File: src/rtl/keypad_pkg.sv
// Shared key codes, scanner state encoding and the physical keypad layout
// for the keypad entry path.
package keypad_pkg;

  localparam logic [3:0] KEY_CLEAR = 4'hE;
  localparam logic [3:0] KEY_ENTER = 4'hF;

  typedef enum logic [1:0] {
    ST_SCAN         = 2'd0,
    ST_DEBOUNCE     = 2'd1,
    ST_WAIT_RELEASE = 2'd2
  } scan_state_e;

  // Rows top to bottom: 1 2 3 A | 4 5 6 B | 7 8 9 C | * 0 # D
  function automatic logic [3:0] key_map(input logic [1:0] row, input logic [1:0] col);
    logic [3:0] code;
    case ({row, col})
      4'h0:    code = 4'h1;
      4'h1:    code = 4'h2;
      4'h2:    code = 4'h3;
      4'h3:    code = 4'hA;
      4'h4:    code = 4'h4;
      4'h5:    code = 4'h5;
      4'h6:    code = 4'h6;
      4'h7:    code = 4'hB;
      4'h8:    code = 4'h7;
      4'h9:    code = 4'h8;
      4'hA:    code = 4'h9;
      4'hB:    code = 4'hC;
      4'hC:    code = KEY_CLEAR;
      4'hD:    code = 4'h0;
      4'hE:    code = KEY_ENTER;
      default: code = 4'hD;
    endcase
    return code;
  endfunction

endpackage

File: src/rtl/keypad_scanner.sv
// Column scanner with row synchronizer, press/release debounce and a
// one-cycle key_event pulse carrying the decoded key code.
//
// state           | meaning
// ST_SCAN         | rotate columns, look for a single low row
// ST_DEBOUNCE     | column frozen, counting identical single-row samples
// ST_WAIT_RELEASE | column frozen, counting all-high samples
module keypad_scanner
  import keypad_pkg::*;
#(
  parameter int SCAN_DIV       = 27000,
  parameter int DEBOUNCE_SCANS = 4
) (
  input  logic       clk,
  input  logic       reset,
  input  logic [3:0] row_in,
  output logic [3:0] col_out,
  output logic       key_event,
  output logic [3:0] key_code
);

  localparam int DIV_W = (SCAN_DIV > 1) ? $clog2(SCAN_DIV) : 1;
  localparam int CNT_W = $clog2(DEBOUNCE_SCANS + 1);
  localparam logic [DIV_W-1:0] DIV_LAST = DIV_W'(SCAN_DIV - 1);
  localparam logic [CNT_W-1:0] CNT_LAST = CNT_W'(DEBOUNCE_SCANS - 1);

  logic [3:0]       row_s1_q, row_s2_q;
  logic [DIV_W-1:0] div_q;
  logic [1:0]       col_q, row_q;
  logic [CNT_W-1:0] cnt_q;
  scan_state_e      state_q;
  logic             key_event_q;
  logic [3:0]       key_code_q;

  logic       tick;
  logic       one_low;
  logic [1:0] low_row;

  assign tick = (div_q == '0);

  always_comb begin
    one_low = 1'b1;
    low_row = 2'd0;
    case (row_s2_q)
      4'b1110: low_row = 2'd0;
      4'b1101: low_row = 2'd1;
      4'b1011: low_row = 2'd2;
      4'b0111: low_row = 2'd3;
      default: one_low = 1'b0;
    endcase
  end

  always_ff @(posedge clk or negedge reset) begin
    if (!reset) begin
      row_s1_q    <= 4'hF;
      row_s2_q    <= 4'hF;
      div_q       <= DIV_LAST;
      col_q       <= 2'd0;
      row_q       <= 2'd0;
      cnt_q       <= '0;
      state_q     <= ST_SCAN;
      key_event_q <= 1'b0;
      key_code_q  <= 4'h0;
    end else begin
      row_s1_q    <= row_in;
      row_s2_q    <= row_s1_q;
      div_q       <= tick ? DIV_LAST : div_q - 1'b1;
      key_event_q <= 1'b0;
      if (tick) begin
        case (state_q)
          ST_SCAN: begin
            if (one_low) begin
              row_q   <= low_row;
              cnt_q   <= CNT_W'(1);
              state_q <= ST_DEBOUNCE;
            end else begin
              col_q <= col_q + 1'b1;
            end
          end
          ST_DEBOUNCE: begin
            if (one_low && (low_row == row_q)) begin
              if (cnt_q == CNT_LAST) begin
                key_event_q <= 1'b1;
                key_code_q  <= key_map(row_q, col_q);
                cnt_q       <= '0;
                state_q     <= ST_WAIT_RELEASE;
              end else begin
                cnt_q <= cnt_q + 1'b1;
              end
            end else begin
              state_q <= ST_SCAN;
              col_q   <= col_q + 1'b1;
            end
          end
          ST_WAIT_RELEASE: begin
            // Any low row restarts the release count; no auto-repeat.
            if (row_s2_q == 4'hF) begin
              if (cnt_q == CNT_LAST) begin
                state_q <= ST_SCAN;
                col_q   <= col_q + 1'b1;
              end else begin
                cnt_q <= cnt_q + 1'b1;
              end
            end else begin
              cnt_q <= '0;
            end
          end
          default: state_q <= ST_SCAN;
        endcase
      end
    end
  end

  assign col_out   = ~(4'b0001 << col_q);
  assign key_event = key_event_q;
  assign key_code  = key_code_q;

endmodule

File: src/rtl/keypad_entry_reader.sv
// Keypad front end: scanner plus decimal entry accumulator and a
// valid/ready handshake delivering each committed operand.
module keypad_entry_reader
  import keypad_pkg::*;
#(
  parameter int SCAN_DIV       = 27000,
  parameter int DEBOUNCE_SCANS = 4,
  parameter int N_DIGITS       = 3
) (
  input  logic       clk,
  input  logic       reset,
  input  logic [3:0] row_in,
  output logic [3:0] col_out,
  output logic       key_event,
  output logic [3:0] key_code,
  output logic [9:0] entry_value,
  output logic [1:0] digit_count,
  output logic [9:0] number_out,
  output logic       number_valid,
  input  logic       number_ready
);

  logic       ev;
  logic [3:0] code;

  keypad_scanner #(
    .SCAN_DIV      (SCAN_DIV),
    .DEBOUNCE_SCANS(DEBOUNCE_SCANS)
  ) u_scanner (
    .clk      (clk),
    .reset    (reset),
    .row_in   (row_in),
    .col_out  (col_out),
    .key_event(ev),
    .key_code (code)
  );

  logic [9:0] value_q, value_d;
  logic [1:0] count_q, count_d;
  logic [9:0] num_q, num_d;
  logic       valid_q, valid_d;

  always_comb begin
    value_d = value_q;
    count_d = count_q;
    num_d   = num_q;
    valid_d = valid_q;
    if (valid_q && number_ready) valid_d = 1'b0;
    if (ev) begin
      if (code <= 4'd9) begin
        if (count_q < 2'(N_DIGITS)) begin
          // v*10 + d without a multiplier
          value_d = {value_q[6:0], 3'b000} + {value_q[8:0], 1'b0} + {6'b0, code};
          count_d = count_q + 1'b1;
        end
      end else if (code == KEY_CLEAR) begin
        value_d = '0;
        count_d = '0;
      end else if (code == KEY_ENTER && count_q != 2'd0 && !valid_q) begin
        // valid_q is the pre-handshake value, so ENTER during a transfer is dropped
        num_d   = value_q;
        valid_d = 1'b1;
        value_d = '0;
        count_d = '0;
      end
    end
  end

  always_ff @(posedge clk or negedge reset) begin
    if (!reset) begin
      value_q <= '0;
      count_q <= '0;
      num_q   <= '0;
      valid_q <= 1'b0;
    end else begin
      value_q <= value_d;
      count_q <= count_d;
      num_q   <= num_d;
      valid_q <= valid_d;
    end
  end

  assign key_event    = ev;
  assign key_code     = code;
  assign entry_value  = value_q;
  assign digit_count  = count_q;
  assign number_out   = num_q;
  assign number_valid = valid_q;

endmodule
File: config.mk
export PLATFORM = sky130hd
export DESIGN_NAME = keypad_entry_reader
export DESIGN_NICKNAME = d
export VERILOG_FILES = /design/src/rtl/keypad_pkg.sv /design/src/rtl/keypad_scanner.sv /design/src/rtl/keypad_entry_reader.sv
export SDC_FILE = /design/constraint.sdc
export NUM_CORES = 1
export LEC_CHECK = 0
export ABC_AREA = 0
export CORE_MARGIN = 2
export CORE_UTILIZATION = 60
export DETAILED_ROUTE_END_ITERATION = 10
export GPL_ROUTABILITY_DRIVEN = 0
export GPL_TIMING_DRIVEN = 0
export PLACE_DENSITY = 0.85
export SLEW_MARGIN = 20
export SYNTH_ARGS = -nofsm -noshare
export SYNTH_HDL_FRONTEND = slang
export SYNTH_SLANG_ARGS = --single-unit
export TNS_END_PERCENT = 20
File: constraint.sdc
create_clock -name clk -period 5.7 [get_ports clk]
set_clock_uncertainty 0.1 [all_clocks]
set_input_delay 1.425 -clock clk [delete_from_list [all_inputs] [get_ports clk]]
set_output_delay 1.425 -clock clk [all_outputs]
set_load 0.03 [all_outputs]
# --- Word level (Yosys, flattened, before mapping) ---
# Memory sizes are Yosys's and may differ from the RTL's. A register that Yosys moved wholly into a read port is not among the register bits.
# Cells that the tools add are included.
totals:
  romBits: 64
  latchBits: 0
  in_bits: 7
  out_inout_bits: 32
  regBits: 56
  n_memories: 1
  mem_bits_rw: 0
memory_table:
  columns: ["memory", "depth", "width", "read_ports", "rd_clocked_by_memory_dff", "write_ports", "line", "source"]
  rows:
  - ["(no name shown)", 16, 4, 1, 1, 0, "keypad_pkg.sv:17", "case ({row, col})"]
classes:
  reduce_logical: 19
  shift: 1
  bitwise_logic: 3
  order_cmp: 2
  div: 0
  add_sub_neg: 6
  mux: 37
  n_mul: 0
  eq_ne: 20
op_table:
  columns: ["cell", "count"]
  rows:
  - ["10-bit two-way mux", 4]
  - ["2-bit two-way mux", 13]
  - ["4-bit equality test, second input constant", 6]
  - ["2-bit case mux with 3 select lines", 3]
  - ["15-bit logical NOT", 1]
  - ["15-bit two-way mux", 1]
  - ["3-bit two-way mux", 5]
  - ["15-bit by 1-bit subtractor with 15-bit output, second input constant", 1]
  - ["10-bit adder", 1]
  - ["10-bit by 4-bit adder with 10-bit output", 1]
  - ["1-bit two-way mux", 10]
  - ["2-bit by 1-bit inequality test with 1-bit output, second input constant", 5]
  - ["5-bit AND reduction", 2]
  - ["3-bit case mux with 3 select lines", 1]
  - ["4-bit AND reduction", 2]
  - ["3-bit inequality test, second input constant", 2]
  - ["3-bit AND reduction", 2]
  - ["6-bit AND reduction", 1]
  - ["3-bit nonzero test", 2]
  - ["2-bit by 1-bit adder with 2-bit output, second input constant", 2]
  - ["4-bit by 3-bit equality test with 1-bit output, second input constant", 1]
  - ["4-bit <= comparator, second input constant", 1]
  - ["1-bit logical AND", 4]
  - ["2-bit inequality test, second input constant", 2]
  - ["other kinds (13)", 15]

# --- Depth between registers and ports, before layout ---
# Gate-level depths: netlist (run 1).
logic_depth:
  depth_word: 7
  depth_mapped: 9
  ltp_nobuf: 9

# --- Cells and area by module ---
# A second synthesis (run 1) with hierarchy kept.
unflattened:
  hier_cells: 308
  hier_area_um2: 3339.5
modules_own_cells:
  columns: ["mod", "area_each_um2", "n_inst", "seq_area_each_um2", "cells_each"]
  rows:
  - ["keypad_scanner", 2010.7, 1, 948.4, 187]
  - ["keypad_entry_reader", 1328.8, 1, 575.6, 121]

# --- Worst setup path after synthesis (run 1) ---
# OpenSTA, ideal clock, no wires.
synth_path:
  path_kind: "reg-to-reg"
  start: "register u_scanner.key_code_q[3] (netlist: u_scanner.key_code[3])"
  end: "register value_q[7] (netlist: entry_value[7])"
  setup_ns: 0.096
  arrival_time_ns: 2.380
  stages_incl_launch_ff: 10
  path_buffers: 0
  slack_ns: 3.124
  cell_sequence: "dfrtp_1 > inv_1 > fa_1 > inv_1 > ha_1 > a21o_1 > a21oi_1 > o21ai_0 > xnor2_1 > o31ai_1"
synth_between:
  elab_chain_cells: 5
synth_lines:
  columns: ["element", "line", "source"]
  rows:
  - ["from (decl)", "keypad_scanner.sv:33", "logic [3:0] key_code_q;"]
  - ["parallel branches: the longest is 5 deep, another holds 10-bit by 4-bit adder with 10-bit output", null, null]
  - ["to (signal assigned)", "keypad_entry_reader.sv:76", "value_q <= value_d;"]
  - ["to (decl)", "keypad_entry_reader.sv:38", "logic [9:0] value_q, value_d;"]
# Parallel ways; which one is timed is not known. The select of a mux whose other input is x is not followed.
# A chain may end at the register's enable or synchronous reset.

# --- Final worst setup path (run 1) ---
layout_path:
  start: "register u_scanner.col_q[0]"
  end: "output col_out[0]"
layout_between:
  elab_chain_cells: 2
layout_lines:
  columns: ["element", "line", "source"]
  rows:
  - ["from (decl)", "keypad_scanner.sv:29", "logic [1:0] col_q, row_q;"]
  - ["from (signal assigned)", "keypad_scanner.sv:77", "col_q <= col_q + 1'b1;"]
  - ["from (signal assigned)", "keypad_scanner.sv:92", "col_q <= col_q + 1'b1;"]
  - ["from (signal assigned)", "keypad_scanner.sv:100", "col_q <= col_q + 1'b1;"]
  - ["1-bit by 2-bit left shift with 4-bit output", "keypad_scanner.sv:114", "assign col_out = ~(4'b0001 << col_q);"]
  - ["4-bit NOT", "keypad_scanner.sv:114", null]
  - ["to (decl)", "keypad_entry_reader.sv:13", "output logic [3:0] col_out,"]
# No other way between the ends.

==> results.md, run 1 <==
- First-pass GRT wire length: 11.1 mm
- Hold-fix buffers, CTS: 0
- Layout cells sized above 1: 0.161
- Mapped cell area: 3280 um^2
- Max Fanout on Critical Path: 7
- GR Util All Layers: 0.232
- Synthesized instance count: 308
- Endpoints failing setup: 0
- Async set-reset flop share out of synthesis: 1.00
- Reg clk slew, reported paths: 0.07 ns
- WL/cell: ~15 um
- Reg2reg setup slack: 3.03 ns
- Endpoint class of the critical path: output pin
- Synth-to-Final Area Change: 21.0%
- R2R Path Start: u_scanner.key_code[3]
- Post-synthesis sequential area ratio: 0.464
- CTS tree: yes
- Final hold slack: 0.255 ns
- DP Wirelength: around 4.4 mm
- Core Area: approximately 5200 um^2
- Top achievable clock speed: 0.293 GHz
- Worst path required time: about 4.2 ns
- Warnings from Yosys: 0
- TritonCTS Buffers: 9
- Syn Nets: 347
- CP endpoint: col_out[0]
- Crit path arrival time: 1.89 ns
- Postcts setup bufs: 0
- Initial antenna violation count: 0
- DRT antenna net count: 0
- Setup crit start kind: flip-flop
- Ys flop type: dfrtp_1
- Global route overflow: 0
- Gates resized, CTS repair: 0
- Crit path from: u_scanner.col_q[0]
- Top cell type by total area after synthesis: dfrtp_1
- Post-synth EDFFs: 0
- Status: finished clean
- CTS Buffer Depth: 2
- Commonest cells in the netlist: dfrtp_1 (42), nand2_1 (41), ha_1 (30), inv_1 (25), o21ai_0 (20)
- Synthesized area per cell: 10.7 um^2
- H-tree Lvls: 3
- Worst skew pair latency: 0.34 ns
- Number of diodes: 0
- Ranking of synthesized cells by area: dfrtp_1 (32%), dfstp_2 (14%), ha_1 (11%)
- Relative max-transition margin: 0.513
- Die H: 78.0 um
- Total of max-cap violations: 0
- Largest net degree at the start of global routing: 61
- Power density over the cells: 222 nW/um^2
- Vias in the first global route: 2423
- RSZ-0062 raised after global routing: false
- Period utilisation layout: 0.600
- Root Driver: clkbuf_8
- Sum of negative setup slack: 0 ns
- Most Frequent Cell on Critical Path: inv_1
- Ordered list of cells on the worst path: inv_1 > ha_1 > inv_1 > clkdlybuf4s50_1
- Most common cell in the netlist: dfrtp_1
- Clk sinks: 60
- Final wirelength: 6.29 mm
- Worst r2r path cells: 9
- CP peak stage delay: about 0.66 ns
- Ports: 39
- Yosys cell types: 49
- Synthesized flop and latch total: 60
- Die ar.: 6080 um^2
- Fin. Hold Viols: 0
- Worst-Margin Slew: approximately 0.73 ns
- Lkg Pwr: 1.80 nW
- Row count: 26
- Drt initial violations: ~160
- Drt first pass iters: 4
- Slew Limit Fails: 0
- FF-to-FF End: entry_value[9]
- Minimum clock period: 3.42 ns
- DIE WIDTH: 78.0 um
- DRC viols: 0
- Total number of vias: between 2000 and 2500
- CP max stage cell: clkdlybuf4s50_1
- Nets: about 400
- Via density per instance: ~5.6
- Top-area cell type share of the netlist area: 0.320
- Fillers: 366
- Max IR drop VDD: 0.000242 V
- Min-delay worst type: flip-flop to flip-flop
- Kind of critical path: flip-flop to output pin
- Initial core utilization: 0.631
- # port buffers: 38
## kinds of logic after synthesis
kind of cell / after synthesis / share of synthesized area
adders and majority gates: 32 / 0.127
AOI/OAI and AO/OA: 49 / 0.0957
xor gates and xnor gates: 20 / 0.0534
muxes: 21 / 0.0755
DFF: 60 / 0.464
and+or+nand+nor: 98 / 0.152
buffers and inverters: 28 / 0.0324
## flip-flops by register name (all words and copies together) (netlist names)
name,count
u_scanner.row_s2_q,4
u_scanner.row_s1_q,4
u_scanner.state_q,2
number_valid,1
u_scanner.row_q,2
digit_count,2
entry_value,10
u_scanner.cnt_q,3
u_scanner.col_q,2
number_out,10
u_scanner.key_code,4
u_scanner.key_event,1
u_scanner.div_q,15
## cell usage in the layout, fill, tap and decap left out, types with 7 or more instances in the layout
master,Yosys,layout
nor2_1,16,16
dfrtp_1,42,42
ha_1,30,30
clkbuf_8,0,11
clkdlybuf4s50_1,0,37
nand3_1,7,7
mux2_2,16,16
o21ai_0,20,20
xor2_1,9,9
nand2_1,41,41
inv_1,25,25
xnor2_1,11,11
dfstp_2,18,18
## power breakdown
group          leakage [nW]  switching [mW]  internal (mW)  total, mW
combinational         0.917          0.0111        0.00632     0.0174
clock                 0.111           0.164          0.267      0.430
sequential            0.770         0.00284          0.431      0.434
## critical path: cells and delay by family (launching register included)
family / cells / cell delay, ns
buf+inv: 3 / 0.85
flops: 1 / 0.48
fa+ha+maj: 1 / 0.22
## layout make-up
| cell class | instances | area (um^2) | area share |
|---|---|---|---|
| Multi-Input combinational cell | 220 | 1650 | 0.416 |
| Sequential cell | 60 | 1520 | 0.384 |
| Timing Repair Buffer | 38 | 378 | 0.0951 |
| Clock buffer | 11 | 151 | 0.0381 |
| Inverter | 25 | 93.8 | 0.0236 |
| Tap cell | 70 | 87.6 | 0.0221 |
| Clock inverter | 4 | 72.6 | 0.0183 |
| Buffer | 3 | 12.5 | 0.00315 |
## per-stage QoR
step	std cells	total power [mW]	util	instance area [um^2]	worst slack [ns]
4_1_cts	431	0.889	0.763	3970	2.26
3_3_place_gp	416	0.459	0.720	3750	1.30
2_1_floorplan	308	0.446	-	3280	3.12
5_1_grt	431	0.909	0.763	3970	2.19
6_report	431	0.882	0.763	3970	2.28
3_5_place_dp	416	0.460	0.720	3750	2.63
## layer usage
| metal | wire (um) | up-vias | part of all wire | global-route usage |
|---|---|---|---|---|
| met1 | 2750 | 1162 | 0.44 | 0.282 |
| li1 | - | 1163 | - | - |
| met2 | 3190 | 56 | 0.51 | 0.400 |
| met5 | 0 | - | 0 | 0 |
| met4 | 140 | 0 | 0.022 | 0.109 |
| met3 | 219 | 14 | 0.035 | 0.0442 |
## how the worst min path moves through the flow
stage	startpoint	to	slack [ns]	cells past startpoint
after floorplan	u_scanner.row_s1_q[0]	u_scanner.row_s2_q[0]	0.25	0
after global placement	u_scanner.row_s1_q[0]	u_scanner.row_s2_q[0]	0.25	0
after detailed placement	u_scanner.row_s1_q[0]	u_scanner.row_s2_q[0]	0.25	0
after CTS	u_scanner.row_s1_q[0]	u_scanner.row_s2_q[0]	0.26	0
after global routing	u_scanner.row_s1_q[2]	u_scanner.row_s2_q[2]	0.26	0
final	u_scanner.row_s1_q[0]	u_scanner.row_s2_q[0]	0.26	0
Power figures use the tool's default switching activity.
==> run 2, diff against run 1 <==
--- a/config.mk
+++ b/config.mk
@@ -7,11 +7,11 @@
 export LEC_CHECK = 0
 export ABC_AREA = 0
 export CORE_MARGIN = 2
-export CORE_UTILIZATION = 60
+export CORE_UTILIZATION = 50
 export DETAILED_ROUTE_END_ITERATION = 10
 export GPL_ROUTABILITY_DRIVEN = 0
 export GPL_TIMING_DRIVEN = 0
-export PLACE_DENSITY = 0.85
+export PLACE_DENSITY = 0.75
 export SLEW_MARGIN = 20
 export SYNTH_ARGS = -nofsm -noshare
 export SYNTH_HDL_FRONTEND = slang
==> constraint.sdc (replaced) <==
create_clock -name clk -period 2.8 [get_ports clk]
set_clock_uncertainty 0.1 [all_clocks]
set_input_delay 0.7 -clock clk [delete_from_list [all_inputs] [get_ports clk]]
set_output_delay 0.7 -clock clk [all_outputs]
set_load 0.03 [all_outputs]
==> results.md, run 2 (synthesized netlist as in run 1, its figures left out) <==
- Status: finished clean
- Worst skew pair latency: 0.34 ns (about the same)
- Vias in the first global route: 2303 (-5.0%)
- Max Fanout on Critical Path: 7 (unchanged)
- Row count: 29 (+12%)
- Lkg Pwr: 1.80 nW (about the same)
- Number of diodes: 0 (unchanged)
- Core Area: 6350 um^2 (+22%)
- GR Util All Layers: 0.183 (-0.0500)
- Root Driver: clkbuf_8
- Min-delay worst type: primary input to async pin
- Worst path required time: 2.00 ns (-2.18 ns)
- Area taken by multi-input logic gates: 1660 um^2 (+0.23%)
- Period utilisation layout: 0.962
- Initial antenna violation count: 0 (unchanged)
- Total of max-cap violations: 0 (unchanged)
- Most frequent cells in the layout: dfrtp_1 (42), nand2_1 (41), clkdlybuf4s50_1 (37), ha_1 (30), inv_1 (25)
- Biggest register: u_scanner.div_q
- Crit path arrival time: 1.89 ns (about the same)
- RSZ-0062 raised after global routing: false
- Final wirelength: 6.05 mm (-3.8%)
- Largest register FFs: 15 (unchanged)
- Synth-to-Final Area Change: 21.0% (about the same)
- DRC viols: 0 (unchanged)
- Total number of vias: 2382 (-0.54%)
- Largest net degree at the start of global routing: 59 (-3.3%)
- Setup crit start kind: flip-flop
- DRT antenna net count: 0 (unchanged)
- Nets: 397 (+0.25%)
- Via density per instance: 5.41 (-2.6%)
- Fillers: 521 (+42%)
- Ports: 39 (unchanged)
- Drt first pass iters: 4 (unchanged)
- Initial core utilization: 0.517 (-0.114)
- Hold-fix buffers, CTS: 0 (unchanged)
- Slew Limit Fails: 0 (unchanged)
- Endpoint class of the critical path: output pin
- DIE WIDTH: 85.0 um (+9.0%)
- First-pass GRT wire length: 10.5 mm (-5.1%)
- Reg clk slew, reported paths: 0.07 ns (about the same)
- H-tree Lvls: 3 (unchanged)
- DP Wirelength: 4.40 mm (about the same)
- WL/cell: 13.8 um (-5.8%)
- Number of cells after detailed placement: 424 (+1.9%)
- # port buffers: 38 (unchanged)
- Global route overflow: 0 (unchanged)
- Clk sinks: 60 (unchanged)
- Comb pwr share: 0.024 (+0.004)
- Sequential power share: 0.541 (+0.049)
- Fin. Hold Viols: 0 (unchanged)
- TritonCTS Buffers: 9 (unchanged)
- Drt initial violations: 144 (-7.7%)
- Register Area: 1520 um^2 (unchanged)
- Relative max-transition margin: 0.615 (+0.102)
- Most common cell after layout, fill and taps aside: dfrtp_1
- Worst-Margin Slew: 0.571 ns (-0.160 ns)
- Net Switching: 349 uW (+97%)
- Worst Slack Setup Final: 0.108 ns (-2.17 ns)
- Clock power frac: 0.435 (-0.053)
- Fin cells: 440 (+2.1%)
- Die ar.: 7230 um^2 (+19%)
- Top achievable clock speed: 0.371 GHz
- Switch share: 0.213 (+0.0120)
- Layout cells sized above 1: 0.163 (+0.00187)
- Power density over the cells: 412 nW/um^2 (+86%)
- Max IR drop VDD: 0.000265 V (+9.5%)
- Minimum clock period: 2.69 ns
- Endpoints failing setup: 0 (unchanged)
- Post-Place Setup Slack: 0.159 ns (-2.47 ns)
- CTS Buffer Depth: 2 (unchanged)
- CTS tree: yes
- Die H: 85.0 um (+9.0%)
- Kind of critical path: flip-flop to output pin
- Int Power: 1.29 mW (+83%)
[run 2: final cells by class]
type | count | share of cell area
timing repair buffer | 39 | 0.102
clock inverter | 2 | 0.00252
multi-input combinational | 220 | 0.417
tap | 77 | 0.0243
inverter | 25 | 0.0236
clock buffer | 14 | 0.0435
buffer | 3 | 0.00315
sequential | 60 | 0.384
[run 2: path summary, 6_finish.rpt]
kind,from,end,slack [ns],cells past startpoint
worst max-delay path,u_scanner.col_q[0],col_out[0],0.11,4
worst min-delay path,reset,u_scanner.key_code[3],0.05,1
worst max register to register,u_scanner.key_code[3],entry_value[7],0.23,9
worst min register to register,u_scanner.row_s1_q[0],u_scanner.row_s2_q[0],0.26,0
min in group clk,u_scanner.row_s1_q[0],u_scanner.row_s2_q[0],0.26,0
max in group asynchronous,reset,u_scanner.row_s2_q[3],2.02,2
[run 2: worst max-delay path, stage by stage (launching register included)]
cell             delay (ns)
dfrtp_1                0.48
inv_1                  0.13
ha_1                   0.21
inv_1                  0.07
clkdlybuf4s50_1        0.67
[run 2: per-layer routing]
layer	wire (um)	vias up	global-route usage
li1	-	1171	-
met1	2690	1146	0.226
met2	2980	58	0.302
met3	303	7	0.0486
met4	70	0	0.0765
met5	0	-	0
[run 2: power groups by stage]
stage               Sequential (mW)  Clock [mW]  Combinational (mW)
floorplan                     0.898           0             0.00993
global placement              0.899           0              0.0360
detailed placement            0.899           0              0.0416
CTS                           0.884       0.739              0.0416
global route                  0.885       0.787              0.0461
finish                        0.884       0.712              0.0399
[run 2: per-stage QoR]
step                      hold WS [ns]  setup TNS (ns)  cell area [um^2]  power [mW]   util
after floorplan                  0.245               0              3280       0.908      -
after global placement           0.245          -43.21              3760       0.935  0.592
after detailed placement         0.247               0              3780       0.941  0.596
after CTS                       0.0295               0              3970        1.66  0.625
after global routing            0.0296               0              3970        1.72  0.625
final                           0.0501               0              3970        1.64  0.625
[run 2: timing repair]
| action | CTS | global route |
|---|---|---|
| endpoints found under the hold margin | 0 | 0 |
| endpoints found under the setup margin | 0 | 1 |
| buffers inserted | 0 | 0 |
| gates resized for setup | 0 | 1 |
==> run 3, diff against run 2 <==
--- a/config.mk
+++ b/config.mk
@@ -6,6 +6,7 @@
 export NUM_CORES = 1
 export LEC_CHECK = 0
 export ABC_AREA = 0
+export ABC_CLOCK_PERIOD_IN_PS = 2800
 export CORE_MARGIN = 2
 export CORE_UTILIZATION = 50
 export DETAILED_ROUTE_END_ITERATION = 10
==> results of run 3 <==
Same layout as run 2: the final DEF is identical, and so are final timing and power.
